`config.mk`:
```
export PLATFORM = sky130hd
export DESIGN_NAME = ififo16
export DESIGN_NICKNAME = d
export VERILOG_FILES = /design/src/rtl/ififo16_pkg.sv /design/src/rtl/ififo16_mem.sv /design/src/rtl/ififo16.sv
export SDC_FILE = /design/constraint.sdc
export NUM_CORES = 1
export LEC_CHECK = 0
export ABC_AREA = 1
export ABC_CLOCK_PERIOD_IN_PS = 3550
export BUFFER_PORTS_ARGS = -buffer_cell sky130_fd_sc_hd__buf_2
export CAP_MARGIN = 20
export CORE_ASPECT_RATIO = 2
export CORE_MARGIN = 2
export CORE_UTILIZATION = 51
export CTS_BUF_LIST = sky130_fd_sc_hd__clkbuf_16
export CTS_CLUSTER_DIAMETER = 80
export DETAILED_ROUTE_END_ITERATION = 16
export PLACE_DENSITY_LB_ADDON = 0.25
export SYNTH_ARGS = -nofsm -noshare
export SYNTH_HDL_FRONTEND = slang
export SYNTH_SLANG_ARGS = --single-unit
```
`constraint.sdc`:
```
create_clock -name i_clk -period 3.55 [get_ports i_clk]
set_input_delay 0.355 -clock i_clk [delete_from_list [all_inputs] [get_ports i_clk]]
set_output_delay 0.355 -clock i_clk [all_outputs]
set_load 0.01 [all_outputs]
```
`src/rtl/ififo16_pkg.sv`:
```
// Shared sizing constants and pointer/count types for the 16-entry FWFT FIFO.
package ififo16_pkg;

    localparam int unsigned IFIFO_DEPTH = 16;
    localparam int unsigned IFIFO_PTR_W = 4;
    localparam int unsigned IFIFO_CNT_W = 5;

    typedef logic [IFIFO_PTR_W-1:0] ififo_ptr_t;
    typedef logic [IFIFO_CNT_W-1:0] ififo_cnt_t;

endpackage

```
`src/rtl/ififo16_mem.sv`:
```
// 16 x DATA_WIDTH register array: synchronous write port, asynchronous read port.
module ififo16_mem
    import ififo16_pkg::*;
#(
    parameter int unsigned DATA_WIDTH = 32
) (
    input  logic                  i_clk,
    input  logic                  we,
    input  ififo_ptr_t            waddr,
    input  logic [DATA_WIDTH-1:0] wdata,
    input  ififo_ptr_t            raddr,
    output logic [DATA_WIDTH-1:0] rdata
);

    logic [DATA_WIDTH-1:0] mem [IFIFO_DEPTH];

    // Storage is deliberately not reset; the top-level zero mux hides stale words.
    always_ff @(posedge i_clk) begin
        if (we) begin
            mem[waddr] <= wdata;
        end
    end

    assign rdata = mem[raddr];

endmodule

```
`src/rtl/ififo16.sv`:
```
// 16-entry first-word-fall-through FIFO; head word shown on o_data, zero while empty.
// Define IFIFO16_ERR_FLAGS_EN to add sticky o_overrun / o_underrun outputs.
module ififo16
    import ififo16_pkg::*;
#(
    parameter int unsigned DATA_WIDTH = 32
) (
    input  logic                  i_clk,
    input  logic                  i_rst,
    input  logic [DATA_WIDTH-1:0] i_data,
    input  logic                  i_enq,
    input  logic                  i_deq,
    output logic [DATA_WIDTH-1:0] o_data,
    output logic                  o_empty,
    output logic                  o_full
`ifdef IFIFO16_ERR_FLAGS_EN
    ,
    output logic                  o_overrun,
    output logic                  o_underrun
`endif
);

    ififo_ptr_t            wr_ptr;
    ififo_ptr_t            rd_ptr;
    ififo_cnt_t            cnt;
    logic                  do_enq;
    logic                  do_deq;
    logic [DATA_WIDTH-1:0] head;

    assign o_empty = (cnt == '0);
    assign o_full  = (cnt == IFIFO_CNT_W'(IFIFO_DEPTH));

    // A pop frees a slot in the same edge, so a full FIFO still accepts a push alongside it.
    assign do_deq = i_deq & ~o_empty;
    assign do_enq = i_enq & (~o_full | do_deq);

    ififo16_mem #(
        .DATA_WIDTH(DATA_WIDTH)
    ) u_mem (
        .i_clk(i_clk),
        .we   (do_enq),
        .waddr(wr_ptr),
        .wdata(i_data),
        .raddr(rd_ptr),
        .rdata(head)
    );

    assign o_data = o_empty ? '0 : head;

    always_ff @(posedge i_clk or posedge i_rst) begin
        if (i_rst) begin
            wr_ptr <= '0;
            rd_ptr <= '0;
            cnt    <= '0;
        end else begin
            if (do_enq) begin
                wr_ptr <= wr_ptr + IFIFO_PTR_W'(1);
            end
            if (do_deq) begin
                rd_ptr <= rd_ptr + IFIFO_PTR_W'(1);
            end
            cnt <= cnt + IFIFO_CNT_W'(do_enq) - IFIFO_CNT_W'(do_deq);
        end
    end

`ifdef IFIFO16_ERR_FLAGS_EN
    // Sticky error flags, cleared only by reset.
    always_ff @(posedge i_clk or posedge i_rst) begin
        if (i_rst) begin
            o_overrun  <= 1'b0;
            o_underrun <= 1'b0;
        end else begin
            if (i_enq & o_full & ~do_deq) begin
                o_overrun <= 1'b1;
            end
            if (i_deq & o_empty) begin
                o_underrun <= 1'b1;
            end
        end
    end
`endif

endmodule

```
## Word level (Yosys, flattened, before mapping)

Memories as Yosys holds them, arrays and structs flattened.
Cells that the tools add are included.
W data, S select, Z words.

| operators by class | value |
|---|---|
| multiplexer cells | 3 |
| eq/ne operators | 1 |
| bitwise logic cells | 5 |
| reduce and logical (&&, ||, !) cells | 1 |
| add/subtract/negate cells | 4 |

Operator list:

| cell | count |
|---|---|
| $mux W32 | 1 |
| $add A4 B1 Y4 const B | 2 |
| $add A5 B1 Y5 | 1 |
| $eq A5 B5 Y1 const B | 1 |
| $logic_not A5 Y1 | 1 |
| $sub A5 B1 Y5 | 1 |
| $and A1 B1 Y1 | 2 |
| $mux W1 | 2 |
| $not A1 Y1 | 2 |
| $or A1 B1 Y1 | 1 |

| storage, ports and cells | value |
|---|---|
| memories kept | 1 |
| bits in registers | 13 |
| memory bits (writable) | 512 |
| input port bits | 36 |
| word-level logic and storage cells | 18 |

Memory list:

| memory | depth | width | read ports | clocked after memory_dff | write ports | line | source |
|---|---|---|---|---|---|---|---|
| u_mem.mem | 16 | 32 | 1 | 0 | 1 | ififo16_mem.sv:15 | `logic [DATA_WIDTH-1:0] mem [IFIFO_DEPTH];` |

## Longest topological paths before layout

Gate-level depths: netlist of the first run.

| depth | value |
|---|---|
| depth in word-level cells | 7 |
| mapped depth | 14 |
| gate-level depth less buffers | 14 |

## Cells and area by module

From an unflattened synthesis of the first run, not the netlist that was laid out.

| unflattened totals | value |
|---|---|
| cell total of the unflattened synthesis | 2244 |
| area, all modules | 23157.2 um^2 |

By module, submodules not included:

| module | cells an instance | times used | area an instance (um^2) | sequential area each (um^2) |
|---|---|---|---|---|
| ififo16_mem | 2088 | 1 | 22089.9 | 15374.7 |
| ififo16 | 156 | 1 | 1067.3 | 325.3 |

## Least setup slack after synthesis of the first run

OpenSTA, ideal clock, no wires.

| timing path | value |
|---|---|
| path kind | flip-flop to flip-flop |
| from | reg cnt[2] |
| to | mem u_mem.mem[11][0] (enable) |
| cell stages (with the launch flop) | 10 |
| setup time | 421 ps |
| path buffers | 0 |
| data required time | 3129 ps |
| slack | 660 ps |
| period minus slack after synthesis | 2890 ps |
| arrival time | 2469 ps |
| cell sequence | dfrtp_1 > inv_1 > ha_1 > nand3_1 > nor2_1 > nand2_1 > nand2_1 > inv_2 > nand2_1 > nor2_1 |

| on the way | value |
|---|---|
| elaborated cells between the ends (all ways) | 9 |
| those cells by class | eq/ne: 1; mux: 2; bitwise: 5; reduce/logical: 1 |

RTL lines:

| element | line | source |
|---|---|---|
| start: declaration | ififo16.sv:25 | `ififo_cnt_t cnt;` |
| start signal: assignment | ififo16.sv:62 | `cnt <= cnt + IFIFO_CNT_W'(do_enq) - IFIFO_CNT_W'(do_deq);` |
| $eq A5 B5 Y1 | ififo16.sv:31 | `assign o_full = (cnt == IFIFO_CNT_W'(IFIFO_DEPTH));` |
| net o_full | ififo16.sv:15 | `output logic o_full` |
| $not A1 Y1 | ififo16.sv:35 | `assign do_enq = i_enq & (~o_full \| do_deq);` |
| $or A1 B1 Y1 | ififo16.sv:35 |  |
| $and A1 B1 Y1 | ififo16.sv:35 |  |
| $mux W1 | ififo16_mem.sv:19 | `if (we) begin` |
| $mux W1 (not written as such) | ififo16_mem.sv:20 | `mem[waddr] <= wdata;` |
| end: declaration | ififo16_mem.sv:15 |  |

The timed path passes the listed nets, and every way through them passes these cells.

## Worst setup path after layout of the first run

| timing path | value |
|---|---|
| from | reg rd_ptr[0] |
| to | out o_data[2] |

| on the way | value |
|---|---|
| word-level cells in the longest chain between the ends | 2 |

RTL lines:

| element | line | source |
|---|---|---|
| start: declaration | ififo16.sv:24 | `ififo_ptr_t rd_ptr;` |
| start signal: assignment | ififo16.sv:60 | `rd_ptr <= rd_ptr + IFIFO_PTR_W'(1);` |
| $mem_v2 Z16 W32 | - |  |
| $mux W32 | ififo16.sv:48 | `assign o_data = o_empty ? '0 : head;` |
| end: declaration | ififo16.sv:13 | `output logic [DATA_WIDTH-1:0] o_data,` |

Every way passes these cells.

==> results of run 1 <==
-- layer usage --
layer / share of wire / wire length (um) / track usage
met5: 0 / 0 / 0
met2: 0.53 / 27300 / 0.427
met1: 0.38 / 19900 / 0.294
met3: 0.054 / 2810 / 0.0276
met4: 0.032 / 1680 / 0.0925
-- state kept, by name, indices dropped and copies added, names as in the netlist --
| register | cells |
|---|---|
| rd_ptr | 4 |
| cnt | 5 |
| u_mem.mem | 512 |
| wr_ptr | 4 |
-- tightest hold or removal path, stage by stage --
cell	delay, ns
buf_2	0.12
nand2_1	0.10
xor2_1	0.07
-- cell families after synthesis --
kind of cell,Yosys count,synth area share
adders and majority gates,12,0.00734
AOI/OAI and AO/OA,37,0.0104
and+or+nand+nor,1068,0.210
xor gates and xnor gates,9,0.00367
buffers and inverters,130,0.0378
DFF,525,0.731
-- cell usage after synthesis --
cell	count	share of area
nand2_1	659	0.12
edfxtp_1	512	0.72
nand3_1	388	0.090
buf_2	35	0.0082
a21oi_1	24	0.0056
buf_6	23	0.012
buf_4	21	0.0073
nor2_1	19	0.0033
inv_1	18	0.0031
clkbuf_1	17	0.0030
dfrtp_1	13	0.015
buf_1	11	0.0019
ha_1	11	0.0064
a21oi_2	10	0.0041
xor2_1	9	0.0037
o21ai_0	3	0.00070
buf_8	2	0.0014
inv_2	2	0.00035
fa_1	1	0.00093
inv_6	1	0.00041
nand4_1	1	0.00029
nor3_1	1	0.00023
-- worst min-delay path by stage --
stage | cells after the start | end | slack, ns | from
3_3_place_gp | 2 | rd_ptr[1]$_DFFE_PP0P_ | 0.43 | i_rst
3_5_place_dp | 2 | rd_ptr[1]$_DFFE_PP0P_ | 0.43 | i_rst
2_1_floorplan | 1 | cnt[0]$_DFF_PP0_ | 0.23 | i_rst
6_report | 3 | rd_ptr[0]$_DFFE_PP0P_ | 0.13 | i_deq
5_1_grt | 3 | rd_ptr[0]$_DFFE_PP0P_ | 0.12 | i_deq
4_1_cts | 3 | rd_ptr[0]$_DFFE_PP0P_ | 0.11 | i_deq
-- what timing repair did --
| action | in CTS | in global routing |
|---|---|---|
| hold buffers | 1 | 0 |
| hold endpoints to repair | 13 | 0 |
| setup buffers | 0 | 0 |
-- area by class of cell --
| cell class | count | area (um^2) | area share |
|---|---|---|---|
| well taps | 540 | 676 | 0.0284 |
| diodes | 2 | 5.00 | 0.000211 |
| flip-flops and latches | 525 | 15700 | 0.661 |
| inverters | 21 | 86.3 | 0.00363 |
| repair buffers | 110 | 818 | 0.0344 |
| clock buffers | 43 | 1080 | 0.0453 |
| clock inverters | 34 | 318 | 0.0134 |
| multi-input cells | 1126 | 5080 | 0.214 |
-- where the power goes --
part | total (mW) | internal, mW | switching, mW
logic | 7.04 | 2.16 | 4.88
clock network | 4.76 | 2.65 | 2.11
registers | 7.75 | 7.45 | 0.302
==> results.json, run 1 <==
{
  "rows": 106,
  "r2r_setup_slack_ns": 0.99,
  "die_area_mm2": 0.0439,
  "outcome": "complete, no violations",
  "drive_gt1_frac": 0.112,
  "fin_area_mm2": 0.0238,
  "timing.final.crit_share": 0.879,
  "dp_cells": 2321,
  "antenna_found_initial": 3,
  "cp-end-kind": "output pin",
  "fin_ws_ns": 0.431,
  "grt_setup_unrepaired": "false",
  "grt_pass1_vias": 13700,
  "ios": 70,
  "drc": 0,
  "pre_cts_ws_ns": 1.01,
  "final_common_cell": "nand2_1",
  "grt-ovfl-total": 0,
  "grt_max_degree": 170,
  "area_growth_pct": 10.7,
  "vias": 13700,
  "numCtsBuffers": 43,
  "cpPeakStageDelay_ns": 0.70,
  "crit_cells": 8,
  "final_cell_mix": "659 x nand2_1, 512 x edfxtp_1, 388 x nand3_1",
  "routedWlPerCell_um": 21.5,
  "fillers": 3396,
  "clock_sinks": 525,
  "ys_types": 22,
  "synth_area_mm2": 0.0215,
  "hold_ws_ns": 0.125,
  "syn_avg_cell_area_um2": 12.1,
  "finalHoldViolCount": 0,
  "worstPathArrival_ns": 2.76,
  "ctsResizeCount": 0,
  "r2r.worst_path.cells": 13,
  "syn_inst": 1781,
  "cts_buffer_depth": 3,
  "placed_area_mm2": 0.0224,
  "syn_nets": 1829,
  "critical_path_class": "reg2out",
  "synth-seq-cells": 525,
  "worstReg2RegStart": "cnt[2]$_DFF_PP0_",
  "cpMostUsedCell": "nand2_1",
  "critical_path_required_ns": 3.19,
  "wirelength_mm": 51.7,
  "start_util": 0.516,
  "finalClockSkew_ns": 0.0102,
  "gp_congestion": 0.784,
  "port_buffers": 69,
  "cts_tree": "built",
  "cap_violations": 0,
  "die_x_um": 149,
  "path_delay_family": "buffers and inverters",
  "peakVddDrop_uv": 814,
  "leakagePower_nw": 8.72,
  "setup_viol": 0,
  "yosysWarnings": 0,
  "postRouteAntennaNets": 0,
  "drv_slew": 0,
  "path_clk_slew_ns": 0.06,
  "insertion_delay_ns": 0.56,
  "crit_buf_inv": 2,
  "tightestPinTransition_ns": 0.951,
  "cp_slowest_cell": "buf_4",
  "nNetsFinal": 1875,
  "worstSetupEndpoint": "o_data[2]",
  "worstSetupStartpointType": "register",
  "cts_root_buf": "clkbuf_16",
  "cp-startpoint": "rd_ptr[0]$_DFFE_PP0P_",
  "fin_crit_ns": 3.12,
  "hold_path.class": "in2reg",
  "path_max_fanout": 88,
  "utilization": 0.571,
  "grt.total_usage": 0.239,
  "grt_pass1_wl_mm": 78.5,
  "dr.first_iter.drc_count": 1263,
  "layoutNonFillerInstCount": 2401,
  "post_drt_via_cell_ratio": 5.71,
  "h-tree-depth": 2,
  "cp_cell_sequence": "buf_4 > nand2_1 > nand3_1 > nand3_1 > nand2_1 > nand2_1 > a21oi_1 > buf_2",
  "reg2reg_to": "cnt[4]$_DFF_PP0_",
  "dp_hpwl_mm": 26.6,
  "core-area_mm2": 0.0416,
  "ys_seq_area_frac": 0.731,
  "relSlewSlack": 0.366,
  "fin_tns_setup_ns": 0,
  "finalPower_mw": 19.6,
  "drt-pass1-iter-count": 5,
  "max_freq_ghz": 0.321,
  "p_per_area_mw_per_mm2": 823,
  "die_h_um": 294
}
No activity file was read; power rests on OpenSTA's default activity.
==> inputs of run 2 (changes only) <==
- ABC_CLOCK_PERIOD_IN_PS: 3550 -> 3060
- clock period: 3.55 -> 3.06 ns (I/O delays scaled with it)
==> results.json, run 2 (same netlist as run 1, synthesis figures left out) <==
{
  "outcome": "complete, no violations",
  "worstPathArrival_ns": 2.62,
  "finalHoldViolCount": 0,
  "cap_violations": 0,
  "pre_cts_ws_ns": 0.562,
  "grt_pass1_wl_mm": 76.6,
  "post_drt_via_cell_ratio": 5.64,
  "largest_reg_flops": 512,
  "relSlewSlack": 0.522,
  "tightestPinTransition_ns": 0.717,
  "drt-pass1-iter-count": 5,
  "cts_buffer_depth": 3,
  "top_register": "u_mem.mem",
  "postRouteAntennaNets": 0,
  "die_h_um": 294,
  "final_common_cell": "nand2_1",
  "numCtsBuffers": 42,
  "worstSetupStartpointType": "register",
  "pwr-share-seq": 0.398,
  "critical_path_class": "reg2out",
  "gp_congestion": 0.784,
  "rows": 106,
  "reg2reg_to": "cnt[4]$_DFF_PP0_",
  "grt_max_degree": 189,
  "fillers": 3431,
  "worstReg2RegStart": "cnt[3]$_DFF_PP0_",
  "clock_sinks": 525,
  "final_cell_mix": "659 x nand2_1, 512 x edfxtp_1, 388 x nand3_1",
  "hold_path.class": "in2reg",
  "routedWlPerCell_um": 21.4,
  "multi_input_area_mm2": 0.00508,
  "nNetsFinal": 1883,
  "switchingPower_mw": 8.50,
  "finalPower_mw": 22.6,
  "peakVddDrop_uv": 650,
  "p_int_mw": 14.1,
  "die_area_mm2": 0.0439,
  "regArea_mm2": 0.0157,
  "vias": 13600,
  "area_growth_pct": 11.1,
  "r2r_setup_slack_ns": 0.54,
  "dp_cells": 2329,
  "port_buffers": 69,
  "hold_end": "rd_ptr[0]$_DFFE_PP0P_",
  "fin_tns_setup_ns": 0,
  "worstHoldPathCells": 3,
  "cts_tree": "built",
  "die_x_um": 149,
  "cts_root_buf": "clkbuf_16",
  "p_per_area_mw_per_mm2": 946,
  "grt-ovfl-total": 0,
  "pwr-share-comb": 0.371,
  "drive_gt1_frac": 0.113,
  "max_freq_ghz": 0.342,
  "grt.total_usage": 0.234,
  "p_clk_frac": 0.231,
  "grt_setup_unrepaired": "false",
  "dp_hpwl_mm": 27.9,
  "path_clk_slew_ns": 0.07,
  "finalClockSkew_ns": 0.00965,
  "cp-end-kind": "output pin",
  "antenna_found_initial": 2,
  "start_util": 0.516,
  "grt_pass1_vias": 13300,
  "setup_viol": 0,
  "path_max_fanout": 33,
  "r2r.worst_path.cells": 13,
  "fin_ws_ns": 0.136,
  "reg_top3": "u_mem.mem x512, cnt x5",
  "drc": 0,
  "layoutNonFillerInstCount": 2409,
  "core-area_mm2": 0.0416,
  "wirelength_mm": 51.5,
  "insertion_delay_ns": 0.55,
  "drv_slew": 0,
  "h-tree-depth": 2,
  "fin_crit_ns": 2.92,
  "critical_path_required_ns": 2.75,
  "hold_start": "i_deq",
  "ios": 70,
  "dr.first_iter.drc_count": 1012,
  "swShare": 0.376,
  "timing.final.crit_share": 0.956,
  "leakagePower_nw": 8.75,
  "utilization": 0.573
}
run 2: cell types whose count changed in the layout (fill, tap and decap cells not counted), moves of 2 or more:
cell       delta
buf_12        +5
clkinv_1      +9
buf_6         +2
inv_6         -2
bufinv_16     -3
inv_1         -4
run 2: power groups by stage:
stage | Sequential (mW) | Combinational, mW | Clock [mW]
floorplan | 8.95 | 5.87 | 0
global placement | 9.10 | 8.27 | 0
detailed placement | 9.12 | 8.37 | 0
CTS | 8.97 | 8.42 | 5.29
global route | 9.04 | 9.26 | 5.54
finish | 8.99 | 8.37 | 5.21
run 2: area by class of cell:
class                   count  area share
multi-input cells        1126       0.213
well taps                 540      0.0283
repair buffers            119      0.0416
clock inverters            34     0.00975
inverters                  21     0.00393
diodes                      1    0.000105
flip-flops and latches    525       0.658
clock buffers              43      0.0451
run 2: critical path, cell delays in order, from the launching register on:
cell and delay (ns):
dfrtp_4 0.74, inv_4 0.10, buf_4 0.28, nand3_1 0.14, nand3_1 0.08, nand2_1 0.07
nand2_1 0.04, a21oi_1 0.38, buf_2 0.21
run 2: stage by stage:
stage               instance area [um^2]  hold WS (ns)
floorplan                          21500         0.183
global placement                   22500         0.371
detailed placement                 22500         0.380
CTS                                23800        0.0553
global route                       23900        0.0918
finish                             23900        0.0799
run 2: what timing repair did:
| item | in CTS | in global routing |
|---|---|---|
| setup buffers | 0 | 0 |
| endpoints found under the setup margin | 0 | 10 |
| hold endpoints to repair | 13 | 0 |
| gates resized for setup | 0 | 5 |
| hold buffers | 1 | 0 |
run 2: layer usage:
metal	GRT usage	vias to the layer above	routed length, um
li1	-	6334	-
met1	0.285	6650	19400
met3	0.0251	102	2900
met4	0.0873	2	1560
met2	0.424	487	27600
met5	0	-	13
run 2: worst max-delay path by stage:
stage	startpoint	to	slack, ns	cells past startpoint
global placement	cnt[3]$_DFF_PP0_	cnt[4]$_DFF_PP0_	0.59	13
detailed placement	cnt[3]$_DFF_PP0_	cnt[4]$_DFF_PP0_	0.56	13
CTS	rd_ptr[0]$_DFFE_PP0P_	o_data[25]	0.04	8
floorplan	cnt[2]$_DFF_PP0_	u_mem.mem[11][0]$_DFFE_PP_	0.17	9
global route	rd_ptr[0]$_DFFE_PP0P_	o_data[4]	0.006	10
finish	rd_ptr[1]$_DFFE_PP0P_	o_data[25]	0.14	8
